## src/rtl/aud_sram_ctrl.sv

```systemverilog
// Voice-path sequencer: key decode, recorder/player control pulses, SRAM ownership.
// Define AUD_CTRL_LOOP_EN to loop playback from address 0 instead of stopping at the end.
module aud_sram_ctrl #(
    parameter int                ADDR_W   = 20,
    parameter int                DATA_W   = 16,
    parameter logic [ADDR_W-1:0] ADDR_MAX = {ADDR_W{1'b1}}
) (
    input  logic              i_clk,
    input  logic              i_rst_n,
    input  logic              i_key_rec,
    input  logic              i_key_play,
    input  logic              i_key_pause,
    input  logic              i_key_stop,
    input  logic [ADDR_W-1:0] i_rec_addr,
    input  logic [DATA_W-1:0] i_rec_data,
    input  logic [ADDR_W-1:0] i_play_addr,
    output logic              o_rec_start,
    output logic              o_rec_pause,
    output logic              o_rec_stop,
    output logic              o_play_start,
    output logic              o_play_pause,
    output logic              o_play_stop,
    output logic [ADDR_W-1:0] o_sram_addr,
    output logic [DATA_W-1:0] o_sram_wdata,
    output logic              o_sram_we_n,
    output logic              o_sram_oe_n,
    output logic [ADDR_W-1:0] o_end_addr,
    output logic [2:0]        o_state
);

    localparam logic [2:0] S_IDLE   = 3'd0;
    localparam logic [2:0] S_REC    = 3'd1;
    localparam logic [2:0] S_REC_P  = 3'd2;
    localparam logic [2:0] S_PLAY   = 3'd3;
    localparam logic [2:0] S_PLAY_P = 3'd4;

    logic [2:0]        state_q, state_d;
    logic [ADDR_W-1:0] last_addr_q, end_addr_q, addr_q;
    logic [DATA_W-1:0] wdata_q;
    logic              we_n_q, loop_q, loop_d;
    logic              k_stop, k_pause, k_play, k_rec;
    logic              rs_d, rp_d, rt_d, ps_d, pp_d, pt_d, clr_d;
    logic              in_play, wr_det, auto_stop, play_end;

    always_comb begin
        k_stop  = 1'b0;
        k_pause = 1'b0;
        k_play  = 1'b0;
        k_rec   = 1'b0;
        priority case (1'b1)
            i_key_stop:  k_stop  = 1'b1;
            i_key_pause: k_pause = 1'b1;
            i_key_play:  k_play  = 1'b1;
            i_key_rec:   k_rec   = 1'b1;
            default:     ;
        endcase
    end

    assign in_play   = (state_q == S_PLAY) || (state_q == S_PLAY_P);
    // Only one write per detected sample; the write cycle itself masks detection.
    assign wr_det    = (state_q == S_REC) && we_n_q && (i_rec_addr != last_addr_q);
    assign auto_stop = !we_n_q && (addr_q == ADDR_MAX)
                     && ((state_q == S_REC) || (state_q == S_REC_P));
    assign play_end  = (state_q == S_PLAY) && (i_play_addr > end_addr_q)
                     && !loop_q && !o_play_stop && !o_play_start;

    always_comb begin
        state_d = state_q;
        rs_d = 1'b0; rp_d = 1'b0; rt_d = 1'b0;
        ps_d = 1'b0; pp_d = 1'b0; pt_d = 1'b0;
        clr_d  = 1'b0;
        loop_d = 1'b0;
        if (auto_stop) begin
            state_d = S_IDLE;
            rt_d    = 1'b1;
        end else if (play_end) begin
            pt_d = 1'b1;
`ifdef AUD_CTRL_LOOP_EN
            loop_d  = 1'b1;
`else
            state_d = S_IDLE;
`endif
        end else begin
            unique case (state_q)
                S_IDLE: begin
                    if (k_rec) begin
                        state_d = S_REC;
                        rs_d    = 1'b1;
                        clr_d   = 1'b1;
                    end else if (k_play && (end_addr_q != '0)) begin
                        state_d = S_PLAY;
                        ps_d    = 1'b1;
                    end
                end
                S_REC: begin
                    if (k_stop) begin
                        state_d = S_IDLE;
                        rt_d    = 1'b1;
                    end else if (k_pause) begin
                        state_d = S_REC_P;
                        rp_d    = 1'b1;
                    end
                end
                S_REC_P: begin
                    if (k_stop) begin
                        state_d = S_IDLE;
                        rt_d    = 1'b1;
                    end else if (k_rec) begin
                        state_d = S_REC;
                        rs_d    = 1'b1;
                    end
                end
                S_PLAY: begin
                    if (k_stop) begin
                        state_d = S_IDLE;
                        pt_d    = 1'b1;
                    end else if (loop_q) begin
                        ps_d = 1'b1;
                    end else if (k_pause) begin
                        state_d = S_PLAY_P;
                        pp_d    = 1'b1;
                    end
                end
                S_PLAY_P: begin
                    if (k_stop) begin
                        state_d = S_IDLE;
                        pt_d    = 1'b1;
                    end else if (k_play) begin
                        state_d = S_PLAY;
                        ps_d    = 1'b1;
                    end
                end
                default: state_d = S_IDLE;
            endcase
        end
    end

    always_ff @(posedge i_clk or negedge i_rst_n) begin
        if (!i_rst_n) begin
            state_q      <= S_IDLE;
            loop_q       <= 1'b0;
            o_rec_start  <= 1'b0;
            o_rec_pause  <= 1'b0;
            o_rec_stop   <= 1'b0;
            o_play_start <= 1'b0;
            o_play_pause <= 1'b0;
            o_play_stop  <= 1'b0;
        end else begin
            state_q      <= state_d;
            loop_q       <= loop_d;
            o_rec_start  <= rs_d;
            o_rec_pause  <= rp_d;
            o_rec_stop   <= rt_d;
            o_play_start <= ps_d;
            o_play_pause <= pp_d;
            o_play_stop  <= pt_d;
        end
    end

    always_ff @(posedge i_clk or negedge i_rst_n) begin
        if (!i_rst_n) begin
            we_n_q      <= 1'b1;
            addr_q      <= '0;
            wdata_q     <= '0;
            last_addr_q <= '0;
            end_addr_q  <= '0;
        end else begin
            we_n_q <= !wr_det;
            if (wr_det) begin
                addr_q      <= last_addr_q;
                wdata_q     <= i_rec_data;
                last_addr_q <= i_rec_addr;
                end_addr_q  <= last_addr_q;
            end else if (in_play) begin
                addr_q <= i_play_addr;
            end
            if (clr_d) begin
                last_addr_q <= '0;
                end_addr_q  <= '0;
            end
            if (auto_stop) begin
                end_addr_q <= ADDR_MAX;
            end
        end
    end

    assign o_sram_addr  = in_play ? i_play_addr : addr_q;
    assign o_sram_oe_n  = !in_play;
    assign o_sram_we_n  = we_n_q;
    assign o_sram_wdata = wdata_q;
    assign o_end_addr   = end_addr_q;
    assign o_state      = state_q;

endmodule
```

## config.mk

```make
export PLATFORM = sky130hd
export DESIGN_NAME = aud_sram_ctrl
export DESIGN_NICKNAME = d
export VERILOG_FILES = /design/src/rtl/aud_sram_ctrl.sv
export SDC_FILE = /design/constraint.sdc
export NUM_CORES = 1
export LEC_CHECK = 0
export CELL_PAD_IN_SITES_DETAIL_PLACEMENT = 0
export CELL_PAD_IN_SITES_GLOBAL_PLACEMENT = 2
export CORE_ASPECT_RATIO = 0.6
export CORE_MARGIN = 3
export CORE_UTILIZATION = 42
export DETAILED_ROUTE_END_ITERATION = 7
export DONT_BUFFER_PORTS = 1
export PLACE_DENSITY_LB_ADDON = 0.1
export SLEW_MARGIN = 20
export SYNTH_ARGS = -nofsm -noshare
export SYNTH_HDL_FRONTEND = slang
export SYNTH_SLANG_ARGS = --single-unit
```

## constraint.sdc

```tcl
create_clock -name i_clk -period 6 [get_ports i_clk]
set_input_delay 0.6 -clock i_clk [delete_from_list [all_inputs] [get_ports i_clk]]
set_output_delay 0.6 -clock i_clk [all_outputs]
set_load 0.02 [all_outputs]
```

Yosys cells after proc, flatten, opt, wreduce, memory -nomap -nowiden
Index checks and enable logic that the tools add are counted.
Storage, ports and cells
  register bits after elaboration: 86
  input bits: 62
  output and inout port bits: 67
  logic and storage cells: 106
Cells by class
  $lt $le $gt $ge: 1
  equality and inequality tests: 11
  muxes and demuxes: 60
  reductions and logical operators: 22
Operator list (count)
  20-bit 2-to-1 mux: 7
  1-bit 2-to-1 mux: 38
  3-bit 2-to-1 mux: 12
  5-bit != test (second input constant): 5
  20-bit equality test (second input constant): 1
  20-bit greater-than comparator: 1
  20-bit != test: 1
  20-bit nonzero test: 1
  3-bit one-hot mux with 5 select lines: 1
  1-bit logical AND: 8
  3-bit by 2-bit equality test with 1-bit output (second input constant): 2
  1-bit logical NOT: 5
  5-bit AND reduction: 1
  1-bit one-hot mux with 2 select lines: 2
  2-bit OR reduction: 2
  3-bit by 1-bit equality test with 1-bit output (second input constant): 1
  3-bit equality test (second input constant): 1
  3-bit logical NOT: 1
  3-bit nonzero test: 1
  1-bit logical OR: 2
  2-bit nonzero test: 1

Depth between registers and ports, before layout
Gate-level depths: netlist (run 1).
  word-level depth: 10
  mapped depth: 8

Worst setup path after synthesis (run 1)
OpenSTA, ideal clock, no wires.
  path type: register to output
  start point: register state_q[0] (netlist: o_state[0])
  end point: output port o_sram_addr[10]
  arrival: 1.775 ns
  required time: 5.400 ns
  setup slack: 3.625 ns
  stages on the path, launching flop included: 7
  buffers on the path: 2
  cells stage by stage: dfrtp_1 > buf_2 > nor2b_1 > nand2_1 > o21ai_1 > buf_2 > mux2_1
On the way
  longest elaborated chain between the ends: 3
  elaborated cells on any way between the ends: 4
  classes of those cells: eq/ne (2); mux (1); reduce/logical (1)
Ends and longest elaborated chain
  from (decl): line 37  | logic [2:0] state_q, state_d;
  from (signal assigned): line 149  | state_q <= state_d;
  3-bit by 2-bit equality test with 1-bit output / 3-bit equality test (equally long branches): line 59  | assign in_play = (state_q == S_PLAY) || (state_q == S_PLAY_P);
  1-bit logical OR *: line 59
  20-bit 2-to-1 mux *
  to (decl): line 23  | output logic [ADDR_W-1:0] o_sram_addr,
Mark *: on every way between the ends. The rest lies on a longest branch, timed or not.

Worst setup path after layout (run 1)
  start point: register state_q[2] (netlist: o_state[2])
  end point: output port o_sram_addr[3]
Same word-level chain as after synthesis.

==> reports/qor.yml, run 1 <==
timing:
  period_needed_ns: 3.106
  hold_viol_final: 0
  setup_viol: 0
  rsz0062_at_grt: "false"
  slew_headroom_pct: 51.69
  worst_pin_slew_ns: 0.7247
  maxSlewViolCount: 0
  finalCritPeriodShare_pct: 51.76
  tns_ns: 0
  skew_ns: 0.006355
  setup_ws_ns: 2.894
  fmax_mhz: 322.0
worst_setup_path:
  cp_max_fo: 15
  cp.required_ns: 5.40
  cp_data_arrival_time_ns: 2.51
  worstSetupPathType: "reg2out"
  end_kind: "primary output"
  start_kind: "register"
clocking:
  cts_root_buffer: "clkbuf_16"
  numCtsBuffers: 9
  htree_levels: 3
  clk_pin_slew_ns: 0.07
  clkSinkCount: 86
  cts.path.max_buffers: 2
  post_cts_buffers: 0
  ctsHoldBuffers: 1
  ctsResizeCount: 0
  clkLatencyLatePin_ns: 0.34
  cts_tree: "done"
final_layout:
  antenna_cells: 0
  area_growth_syn_to_layout_pct: 8.249
  layout-drive-gt1-share_pct: 10.79
  n_fill_cell: 1018
  final-instance-count-excl-fill: 593
  final_util_pct: 47.97
  fin_nets: 531
detailed_routing:
  drcViolationCount: 0
  num_vias: 3558
  vias_per_cell: 6.000
  dr.pass1.iters: 4
  routed_wl_um: 13880
  ant_nets: 0
  wl_per_cell_um: 23.40
  drt_iter0_drc: 229
power_and_ir_drop:
  power_leakage_nw: 2.237
  ir_drop_mv: 0.2158
  power.density_nw_per_um2: 556.0
synthesis:
  syn_area_per_cell_um2: 10.42
  synth_top_cell_by_area: "dfrtp_1"
  ys_types: 44
  synth_common_cells: "85 x dfrtp_1, 60 x o211ai_1, 53 x nand2_1"
  synth_edf_count: 0
  synth-async-reset-ratio_pct: 100.0
  ys_seq_area_share_pct: 44.64
  ys_ff_latch: 86
  syn-instance-count: 463
  syn_nets: 545
  post-synth-top-count-cell: "dfrtp_1"
  ys.flop_type: "dfrtp_1"
  synth_area_leaders: "dfrtp_1 44%, o211ai_1 9.3%, mux2_1 8.4%, ha_1 5.2%, nand2_1 4.1%"
  ys_warn_count: 0
  yosysTopAreaCellShare_pct: 44.10
  syn_area_um2: 4823
die:
  die_h_um: 89.01
  start_util_pct: 44.31
  io_pins: 129
  dieArea_um2: 12850
  fp-row-count: 29
  fp.dieW_um: 144.4
  coreArea_um2: 10890
grt:
  grt_max_degree: 86
  grt_overflow_total: 0
  track_usage_pct: 22.29
  first_global_vias: 3587
  antenna_found_initial: 0
  grt_pass1_wl_um: 21300
hold_path:
  hold_class: "in2async"
run:
  maxCapViolations: 0
placed_design:
  gp_congestion: 0.8226
  post-dp-hpwl_um: 9746
  place_inst: 575
  io_buffers: 0
  dp_worst_setup_slack_ns: 3.045
outcome:
  status: "finished clean"
-- power breakdown --
| group | switching [mW] | leakage (nW) | total, mW | internal (mW) |
|---|---|---|---|---|
| logic | 0.617 | 1.01 | 1.09 | 0.470 |
| clock network | 0.234 | 0.140 | 0.558 | 0.324 |
| registers | 0.432 | 1.09 | 1.26 | 0.826 |
-- kinds of logic after synthesis --
| logic type | Yosys count | synth area share [%] |
|---|---|---|
| flip-flops | 86 | 44.64 |
| AND/OR/NAND/NOR | 108 | 11.21 |
| adder cells (fa/ha/maj) | 20 | 5.188 |
| AO/OA/AOI/OAI | 115 | 16.03 |
| multiplexers | 56 | 13.85 |
| XOR/XNOR | 21 | 3.813 |
| buffers and inverters | 57 | 5.266 |
-- metal layers --
metal	track usage, %	up-vias	wire length (um)
met5	0	-	0
met3	10.80	8	1395
met1	31.53	1751	6487
met4	3.726	0	88
met2	31.42	127	5905
li1	-	1672	-
-- cell type report --
cell class	instances	area [um2]	area share, %
Clock buffer	11	232.7	4.457
Clock inverter	5	60.06	1.150
Inverter	24	90.09	1.725
Multi-Input combinational cell	320	2427	46.49
Sequential cell	86	2153	41.24
Tap cell	139	173.9	3.331
Timing Repair Buffer	8	83.83	1.606
-- cells in the final DEF (no fill, tap or decap), drive strengths merged, types with 2 or more instances in the layout --
cell type,Yosys,routed
dfrtp,85,85
o211ai,60,60
mux2,56,56
nand2,53,53
o21ai,25,25
inv,24,24
xor2,20,20
ha,20,20
a21oi,13,13
clkbuf,21,11
nor2,10,10
nor4,9,9
buf,12,8
nand4,6,6
and4,6,6
nand3,5,5
nor3,4,4
a211oi,4,4
nand2b,3,3
or4,3,3
clkinv,0,3
nor2b,2,2
a21o,2,2
nor4b,2,2
a31oi,2,2
nor3b,2,2
o21a,2,2
-- critical path, stage by stage (launching register included) --
cell	delay, ns
dfrtp_1	0.74
nand2b_1	0.13
o21ai_2	0.47
buf_4	0.35
mux2_1	0.47
-- state kept, by name, indices dropped and copies added (netlist names), 3 cells and up --
signal        count
o_end_addr       20
o_state           3
o_sram_wdata     16
last_addr_q      20
addr_q           20
-- worst paths after layout --
check / slack (ns) / start / to / cells after the start
setup / recovery: 2.89 / o_state[2] / o_sram_addr[3] / 4
hold / removal: 0.09 / i_rst_n / o_sram_we_n / 0
setup reg to reg: 3.02 / o_state[2] / o_sram_wdata[0] / 6
hold reg to reg: 0.57 / last_addr_q[15] / last_addr_q[15] / 2
max in group asynchronous: 5.49 / i_rst_n / addr_q[15] / 1
min in group i_clk: 0.32 / i_key_stop / o_state[2] / 1
-- stage by stage --
stage / power [mW] / instance area (um2) / hold slack (ns)
after global placement: 2.327 / 4890 / 0.3073
final: 2.903 / 5221 / 0.09368
after floorplan: 2.062 / 4823 / 0.3044
after CTS: 2.931 / 5210 / 0.08109
after global routing: 3.114 / 5221 / 0.06743
after detailed placement: 2.348 / 4890 / 0.3083
No activity file was read; power rests on OpenSTA's default activity.
==> run 2: changes to the inputs <==
--- a/config.mk
+++ b/config.mk
@@ -9,7 +9,7 @@
 export CELL_PAD_IN_SITES_GLOBAL_PLACEMENT = 2
 export CORE_ASPECT_RATIO = 0.6
 export CORE_MARGIN = 3
-export CORE_UTILIZATION = 42
+export CORE_UTILIZATION = 39
 export DETAILED_ROUTE_END_ITERATION = 7
 export DONT_BUFFER_PORTS = 1
 export PLACE_DENSITY_LB_ADDON = 0.1
==> constraint.sdc (replaced) <==
create_clock -name i_clk -period 2.9 [get_ports i_clk]
set_input_delay 0.29 -clock i_clk [delete_from_list [all_inputs] [get_ports i_clk]]
set_output_delay 0.29 -clock i_clk [all_outputs]
set_load 0.02 [all_outputs]
==> reports/qor.yml, run 2 (synthesized netlist as in run 1, its figures left out) <==
worst_setup_path:
  reg2reg_depth: 6  # unchanged
  end_kind: "register"
  crit_start: "last_addr_q[4]"
  worstReg2RegEnd: "addr_q[2]"
  worstSetupPathType: "reg2reg"
  cp_max_fo: 21  # +6
  r2r_start: "last_addr_q[4]"
  cp.required_ns: 3.13  # -2.27 ns
  rrSetupSlack_ns: 0.46  # -2.56 ns
  start_kind: "register"
  crit_end: "addr_q[2]"
  cp_data_arrival_time_ns: 2.67  # +0.16 ns
timing:
  rsz0062_at_grt: "false"
  period_needed_ns: 2.440
  fmax_mhz: 409.8
  worst_pin_slew_ns: 0.5301  # -0.1947 ns
  tns_ns: 0  # unchanged
  setup_viol: 0  # unchanged
  holdWs_ns: 0.01173  # -0.08195 ns
  slew_headroom_pct: 64.61  # +13 points
  hold_viol_final: 0  # unchanged
  maxSlewViolCount: 0  # unchanged
  setup_ws_ns: 0.4599  # -2.434 ns
  finalCritPeriodShare_pct: 84.14
  skew_ns: 0.008931  # +0.002576 ns
die:
  fp.dieW_um: 149.6  # +3.6%
  die_h_um: 92.15  # +3.5%
  io_pins: 129  # unchanged
  coreArea_um2: 11670  # +7.2%
  fp-row-count: 30  # +3.4%
  start_util_pct: 41.32  # -3.0 points
  dieArea_um2: 13780  # +7.3%
clocking:
  cts_tree: "done"
  clk_pin_slew_ns: 0.07  # about the same
  numCtsBuffers: 9  # unchanged
  cts_root_buffer: "clkbuf_16"
  clkSinkCount: 86  # unchanged
  htree_levels: 3  # unchanged
  clkLatencyLatePin_ns: 0.35  # about the same
  cts.path.max_buffers: 2  # unchanged
  post_cts_buffers: 0  # unchanged
power_and_ir_drop:
  power_leakage_nw: 2.296  # +2.6%
  ir_drop_mv: 0.3765  # +74%
  power.density_nw_per_um2: 1155  # +110%
placed_design:
  place_inst: 606  # +5.4%
  io_buffers: 0  # unchanged
  dp_worst_setup_slack_ns: 0.5108  # -2.534 ns
  gp_congestion: 0.7756  # -5.7%
  post-dp-hpwl_um: 10710  # +9.9%
final_layout:
  fin_nets: 542  # +2.1%
  area_growth_syn_to_layout_pct: 10.89
  final_util_pct: 45.82  # -2.1 points
  antenna_cells: 0  # unchanged
  mostFrequentLayoutCells: "85 x dfrtp_1, 60 x o211ai_1, 53 x nand2_1, 36 x mux2_1, 22 x inv_1"
  layout_commonest_cell: "dfrtp_1"
  n_fill_cell: 1135  # +11%
  final-instance-count-excl-fill: 625  # +5.4%
  layout-drive-gt1-share_pct: 12.90  # +2.1 points
run:
  maxCapViolations: 0  # unchanged
grt:
  first_global_vias: 3692  # +2.9%
  grt_overflow_total: 0  # unchanged
  antenna_found_initial: 0  # unchanged
  grt_pass1_wl_um: 22780  # +6.9%
  grt_max_degree: 87  # +1.2%
  track_usage_pct: 22.00  # -0.29 points
detailed_routing:
  drt_iter0_drc: 211  # -7.9%
  vias_per_cell: 5.755  # -4.1%
  routed_wl_um: 14860  # +7.1%
  ant_nets: 0  # unchanged
  wl_per_cell_um: 23.78  # +1.6%
  drcViolationCount: 0  # unchanged
  dr.pass1.iters: 4  # unchanged
  num_vias: 3597  # +1.1%
outcome:
  status: "finished clean"
hold_path:
  hold_class: "in2reg"
-- run 2: metrics by stage --
stage | power [mW] | cell area, um2
2_1_floorplan | 4.267 | 4823
3_3_place_gp | 4.936 | 4991
3_5_place_dp | 4.979 | 4991
4_1_cts | 6.231 | 5349
5_1_grt | 6.586 | 5349
6_report | 6.179 | 5349
-- run 2: timing repair --
item / 4_1_cts / 5_1_grt
endpoints found under the setup margin: 0 / 0
resized for setup: 0 / 0
hold endpoints to repair: 88 / 0
hold buffers: 3 / 0
-- run 2: worst min path at each step --
stage | start | to | slack [ns] | cells past startpoint
CTS | i_key_stop | o_play_start | 0.002 | 1
global route | i_key_stop | o_play_start | 0.0009 | 1
finish | i_key_stop | o_play_start | 0.01 | 1
detailed placement | i_rst_n | last_addr_q[4] | -0.003 | 0
global placement | i_rst_n | o_sram_wdata[3] | -0.003 | 0
floorplan | i_rst_n | addr_q[0] | -0.006 | 0
-- run 2: per-layer routing --
layer  wire length [um]  global-route usage [%]
met1               6928                   31.62
met2               6146                   31.05
met3               1609                   8.642
met4                177                   5.027
met5                  0                       0
-- run 2: where the power goes --
part | leakage [nW] | internal (mW) | switching [mW] | total [mW]
logic | 1.06 | 1.03 | 1.40 | 2.43
registers | 1.09 | 1.71 | 0.827 | 2.54
clock network | 0.145 | 0.696 | 0.516 | 1.21
-- run 2: area by class of cell --
| type | instances | area, um2 | share of cell area, % |
|---|---|---|---|
| inverter | 24 | 90.09 | 1.684 |
| multi-input combinational | 320 | 2427 | 45.38 |
| clock inverter | 6 | 71.32 | 1.333 |
| sequential | 86 | 2153 | 40.26 |
| clock buffer | 10 | 239.0 | 4.468 |
| tap | 160 | 200.2 | 3.743 |
| timing repair buffer | 19 | 167.7 | 3.135 |
-- run 2: critical path, cell delays in order (launching register included) --
cell,delay [ns]
dfrtp_1,0.50
xor2_1,0.19
nor4_1,0.42
nand3_1,0.16
o21a_2,0.25
inv_2,0.40
mux2_1,0.37
